$ cat config.mk
export PLATFORM = sky130hd
export DESIGN_NAME = div_req_queue
export DESIGN_NICKNAME = d
export VERILOG_FILES = /design/src/rtl/div_req_queue.sv
export SDC_FILE = /design/constraint.sdc
export NUM_CORES = 1
export LEC_CHECK = 0
export BUFFER_PORTS_ARGS = -buffer_cell sky130_fd_sc_hd__buf_2
export CORE_MARGIN = 1.5
export CORE_UTILIZATION = 40
export CTS_CLUSTER_SIZE = 12
export DETAILED_ROUTE_END_ITERATION = 12
export SYNTH_ARGS = -nofsm -noshare
export SYNTH_HDL_FRONTEND = slang
export SYNTH_SLANG_ARGS = --single-unit
$ cat constraint.sdc
create_clock -name clk_i -period 14.59 [get_ports clk_i]
set_input_delay 1.459 -clock clk_i [delete_from_list [all_inputs] [get_ports clk_i]]
set_output_delay 1.459 -clock clk_i [all_outputs]
set_load 0.01 [all_outputs]
$ cat src/rtl/div_req_queue.sv
// Request FIFO in front of the serial divider: buffers div/rem requests and hands them off as
// single-cycle registered pulses. Define DIV_QUEUE_BYPASS_EN for a 1-cycle empty-queue bypass.
module div_req_queue #(
  parameter int unsigned WIDTH         = 64,
  parameter int unsigned DEPTH         = 2,
  parameter int unsigned TRANS_ID_BITS = 3
) (
  input  logic                         clk_i,
  input  logic                         rst_ni,
  input  logic                         flush_i,
  input  logic                         req_vld_i,
  output logic                         req_rdy_o,
  input  logic [TRANS_ID_BITS-1:0]     req_id_i,
  input  logic [WIDTH-1:0]             req_op_a_i,
  input  logic [WIDTH-1:0]             req_op_b_i,
  input  logic [1:0]                   req_opcode_i,
  output logic                         div_vld_o,
  input  logic                         div_rdy_i,
  output logic [TRANS_ID_BITS-1:0]     div_id_o,
  output logic [WIDTH-1:0]             div_op_a_o,
  output logic [WIDTH-1:0]             div_op_b_o,
  output logic [1:0]                   div_opcode_o,
  output logic                         busy_o,
  output logic [$clog2(DEPTH+1)-1:0]   count_o
);

  localparam int unsigned PtrW = (DEPTH > 1) ? $clog2(DEPTH) : 1;
  localparam int unsigned CntW = $clog2(DEPTH + 1);

  typedef struct packed {
    logic [TRANS_ID_BITS-1:0] id;
    logic [WIDTH-1:0]         op_a;
    logic [WIDTH-1:0]         op_b;
    logic [1:0]               opcode;
  } entry_t;

  entry_t          mem_q [DEPTH];
  entry_t          req_entry;
  entry_t          pay_q;
  logic [PtrW-1:0] rd_ptr_q, wr_ptr_q;
  logic [CntW-1:0] count_q, count_d;
  logic            div_vld_q;
  logic            rdy_q;
  logic            push, store, issue, bypass;

  assign req_entry = '{id: req_id_i, op_a: req_op_a_i, op_b: req_op_b_i, opcode: req_opcode_i};

  assign req_rdy_o = (count_q < CntW'(DEPTH)) & ~flush_i;
  assign push      = req_vld_i & req_rdy_o;
  assign issue     = (count_q != '0) & rdy_q & ~div_vld_q & ~flush_i;

`ifdef DIV_QUEUE_BYPASS_EN
  // Empty queue and idle divider: skip storage and hand the request over directly.
  assign bypass = push & (count_q == '0) & rdy_q & ~div_vld_q;
`else
  assign bypass = 1'b0;
`endif

  assign store = push & ~bypass;

  always_comb begin
    count_d = count_q;
    if (store && !issue) begin
      count_d = count_q + CntW'(1);
    end else if (issue && !store) begin
      count_d = count_q - CntW'(1);
    end
  end

  always_ff @(posedge clk_i or negedge rst_ni) begin
    if (!rst_ni) begin
      count_q   <= '0;
      rd_ptr_q  <= '0;
      wr_ptr_q  <= '0;
      div_vld_q <= 1'b0;
      rdy_q     <= 1'b0;
      pay_q     <= '0;
    end else if (flush_i) begin
      // Payload registers deliberately keep their value across a flush.
      count_q   <= '0;
      rd_ptr_q  <= '0;
      wr_ptr_q  <= '0;
      div_vld_q <= 1'b0;
      rdy_q     <= 1'b0;
    end else begin
      count_q   <= count_d;
      div_vld_q <= issue | bypass;
      rdy_q     <= div_rdy_i & ~div_vld_q;
      if (store) begin
        wr_ptr_q <= wr_ptr_q + PtrW'(1);
      end
      if (issue) begin
        rd_ptr_q <= rd_ptr_q + PtrW'(1);
        pay_q    <= mem_q[rd_ptr_q];
      end else if (bypass) begin
        pay_q    <= req_entry;
      end
    end
  end

  always_ff @(posedge clk_i) begin
    if (store) begin
      mem_q[wr_ptr_q] <= req_entry;
    end
  end

  assign div_vld_o    = div_vld_q;
  assign div_id_o     = pay_q.id;
  assign div_op_a_o   = pay_q.op_a;
  assign div_op_b_o   = pay_q.op_b;
  assign div_opcode_o = pay_q.opcode;
  assign busy_o       = (count_q != '0) | div_vld_q;
  assign count_o      = count_q;

endmodule

==> impl_results.md <==
* Clock tree sinks at 405
* Distinct cells, synth at 22
* Post-Route WL at 29,800 µm
* Worst EP required at 14.75 ns
* Wire length per cell at 19.5 µm
* Iter 0 DRT Violations at 317
* Share of layout cells above drive strength 1 at 0.574
* First-pass GRT wire length at 45,300 µm
* Avg Inst Size Synth at 20.7 µm²
* Final min period at 3.49 ns
* Final period util at 0.239
* CTS tree: yes
* Worst slew margin at 0.296
* Finished Cell Area at 18,200 µm²
* CTS Buf Count at 42
* Initial Utilization at 0.408
* Top routing layer in use: met5
* Via Count at 7,404
* Final Net Count at 1,163
* Worst-path maximum fanout at 69
* Initial antenna violation count at 7
* Residual DRC at 0
* Die H at 197 µm
* Hold Fails Final Rpt at 0
* Post-route setup TNS at 0 ns
* Crit Path Class: input port to flop
* Number of global-route vias before repair at 7,945
* Met1 wire length at 12,100 µm
* Largest net degree at the start of global routing at 89
* VDD IR max at 101 µV
* Synthesized area at 15,000 µm²
* Post-synthesis mux area share at 0.214
* Post_cts resized at 0
* Cts hold-fix bufs at 0
* DR WL met3 at 2160 µm
* Max Cap Viol at 0
* GP Congestion at 0.709
* CTS H-tree lvls at 2
* Warning count from the yosys run at 0
* Worst skew pair latency at 0.55 ns
* Yosys reg bits at 405
* Main combinational cell family by area after synthesis: multiplexers
* Simple-gate area share of the yosys netlist at 0.00616
* Unrepaired setup endpoints after global routing: false
* Critical path data arrival time at 3.65 ns
* Final setup viols at 0
* Met2 wire len at 14,800 µm
* Gr usage total at 0.155
* DRT antenna net count at 0
* Hold Path Class: flop to flop
* Post-detail-place hpwl at 18,100 µm
* DR vias/cell at 4.85
* Cell row count at 70
* Filler cells at 3,082
* Core ar. at 36,800 µm²
* Status: finished, final reports clean
* Cells after DPL at 1,449
* CTS root buffer: clkbuf_16
* Placed cell areas at 16,900 µm²
* Syn Nets at 865
* Grt total ovfl at 0
* Die width at 197 µm
* Input/output buffers at 275
* Gate count after technology mapping at 727
* CP startpoint kind: input port
* Die footprint at 38,700 µm²
* Clock-pin slew on the worst setup and hold paths at 0.06 ns
* Num ports at 276
* Setup Fix Bufs, Post-CTS at 0
* P&R area growth vs syn at 21.2%
* CP Capture Type: flop
* Worst hold slack at 0.497 ns
* Power per cell area at 167 nW/µm²
* Worst-margin pin slew at 1.06 ns
* Finished Layout Cells at 1,528
* Adder and majority gate portion of the synthesized area at 0
* Synth Area in XOR/XNOR at 0.000583
* Post-synthesis compound-gate area fraction at 0.00250
* CTS max path bufs at 3
* R2R depth at 3
* Leak at 7.39 nW
* Max Freq at 287 MHz
* Worst hold path depth at 1
* Final Slew Violations at 0
* Final clock skew at 0.0193 ns
* Post-synthesis sequential area ratio at 0.763
* Drt pass-1 iters at 6
==> through the flow <==
step           total power [mW]  utilization  setup slack (ns)
2_1_floorplan              1.80            -              6.65
3_3_place_gp               2.04        0.459             10.48
3_5_place_dp               2.05        0.459             10.46
4_1_cts                    3.08        0.495             11.05
5_1_grt                    3.17        0.495             10.91
6_report                   3.03        0.495             11.10
==> area by class of cell <==
cell class | instances | area [µm²] | share of cell area
inverter | 2 | 7.51 | 0.000413
timing repair buffer | 284 | 1450 | 0.0797
sequential | 405 | 11500 | 0.630
antenna | 1 | 2.50 | 0.000138
tap | 468 | 586 | 0.0322
clock buffer | 72 | 1290 | 0.0708
clock inverter | 6 | 26.3 | 0.00144
multi-input combinational | 290 | 3370 | 0.185
==> sequential cells by signal, indices dropped and copies added (netlist names) <==
name	flops
div_id_o	3
wr_ptr_q	1
mem_q	266
count_o	2
rdy_q	1
rd_ptr_q	1
div_vld_o	1
div_op_a_o	64
div_opcode_o	2
div_op_b_o	64
==> Yosys cell counts <==
| library cell | instances | area (µm²) |
|---|---|---|
| edfxtp_1 | 266 | 7990 |
| mux2_2 | 207 | 2330 |
| dfrtp_1 | 139 | 3480 |
| mux2_4 | 59 | 886 |
| buf_2 | 14 | 70.1 |
| buf_1 | 8 | 30.0 |
| buf_6 | 8 | 90.1 |
| nor2_1 | 5 | 18.8 |
| a21oi_1 | 2 | 10.0 |
| and3_1 | 2 | 12.5 |
| inv_1 | 2 | 7.51 |
| nand2_1 | 2 | 7.51 |
| nand2b_1 | 2 | 12.5 |
| nand3b_1 | 2 | 15.0 |
| o21ai_0 | 2 | 10.0 |
| a2111oi_0 | 1 | 8.76 |
| a311oi_1 | 1 | 8.76 |
| and2_1 | 1 | 6.26 |
| and2b_1 | 1 | 7.51 |
| nor2_2 | 1 | 6.26 |
| or3_1 | 1 | 6.26 |
| xnor2_1 | 1 | 8.76 |
==> critical path, stage by stage <==
cell and delay (ns):
buf_2 0.14, nor2_1 0.18, and3_4 0.89, buf_4 0.84
==> per-layer routing <==
| layer | track usage | vias to the layer above |
|---|---|---|
| li1 | - | 3366 |
| met1 | 0.183 | 3785 |
| met2 | 0.263 | 184 |
| met3 | 0.0518 | 57 |
| met4 | 0.0588 | 12 |
| met5 | 0.00639 | - |
==> logic make-up (layout without fill, tap and decap cells) <==
family / count (synthesis) / count (layout)
XOR/XNOR: 1 / 1
buffers and inverters: 32 / 364
AO/OA/AOI/OAI: 6 / 6
flip-flops: 405 / 405
multiplexers: 266 / 266
AND/OR/NAND/NOR: 17 / 17
other: 0 / 1
==> power by group <==
part	switching [mW]	total, mW	internal [mW]
registers	0.0828	1.49	1.41
logic	0.245	0.524	0.279
clock network	0.418	1.02	0.598
==> layout by cell type (no fill, tap or decap), types with 2 or more instances in the layout <==
cell type,n
mux2_2,207
clkinv_1,3
dfrtp_1,138
nand2_1,2
nand3b_1,2
clkbuf_1,21
a21oi_1,2
buf_4,9
clkbuf_16,45
inv_1,2
clkinv_2,3
mux2_4,59
nor2_1,4
clkbuf_8,6
nand2b_1,2
buf_2,274
o21ai_0,2
edfxtp_1,266
==> worst paths after layout <==
path | slack [ns] | from | to
worst max-delay path | 11.10 | flush_i | mem_q[1][111]
worst min register to register | 0.50 | div_op_a_o[52] | div_op_a_o[52]
max in group asynchronous | 12.22 | rst_ni | rd_ptr_q
min in group asynchronous | 1.03 | rst_ni | div_op_b_o[1]
worst max register to register | 11.69 | count_o[1] | mem_q[1][111]
worst min-delay path | 0.50 | div_op_a_o[52] | div_op_a_o[52]
No activity file was read; power rests on OpenSTA's default activity.
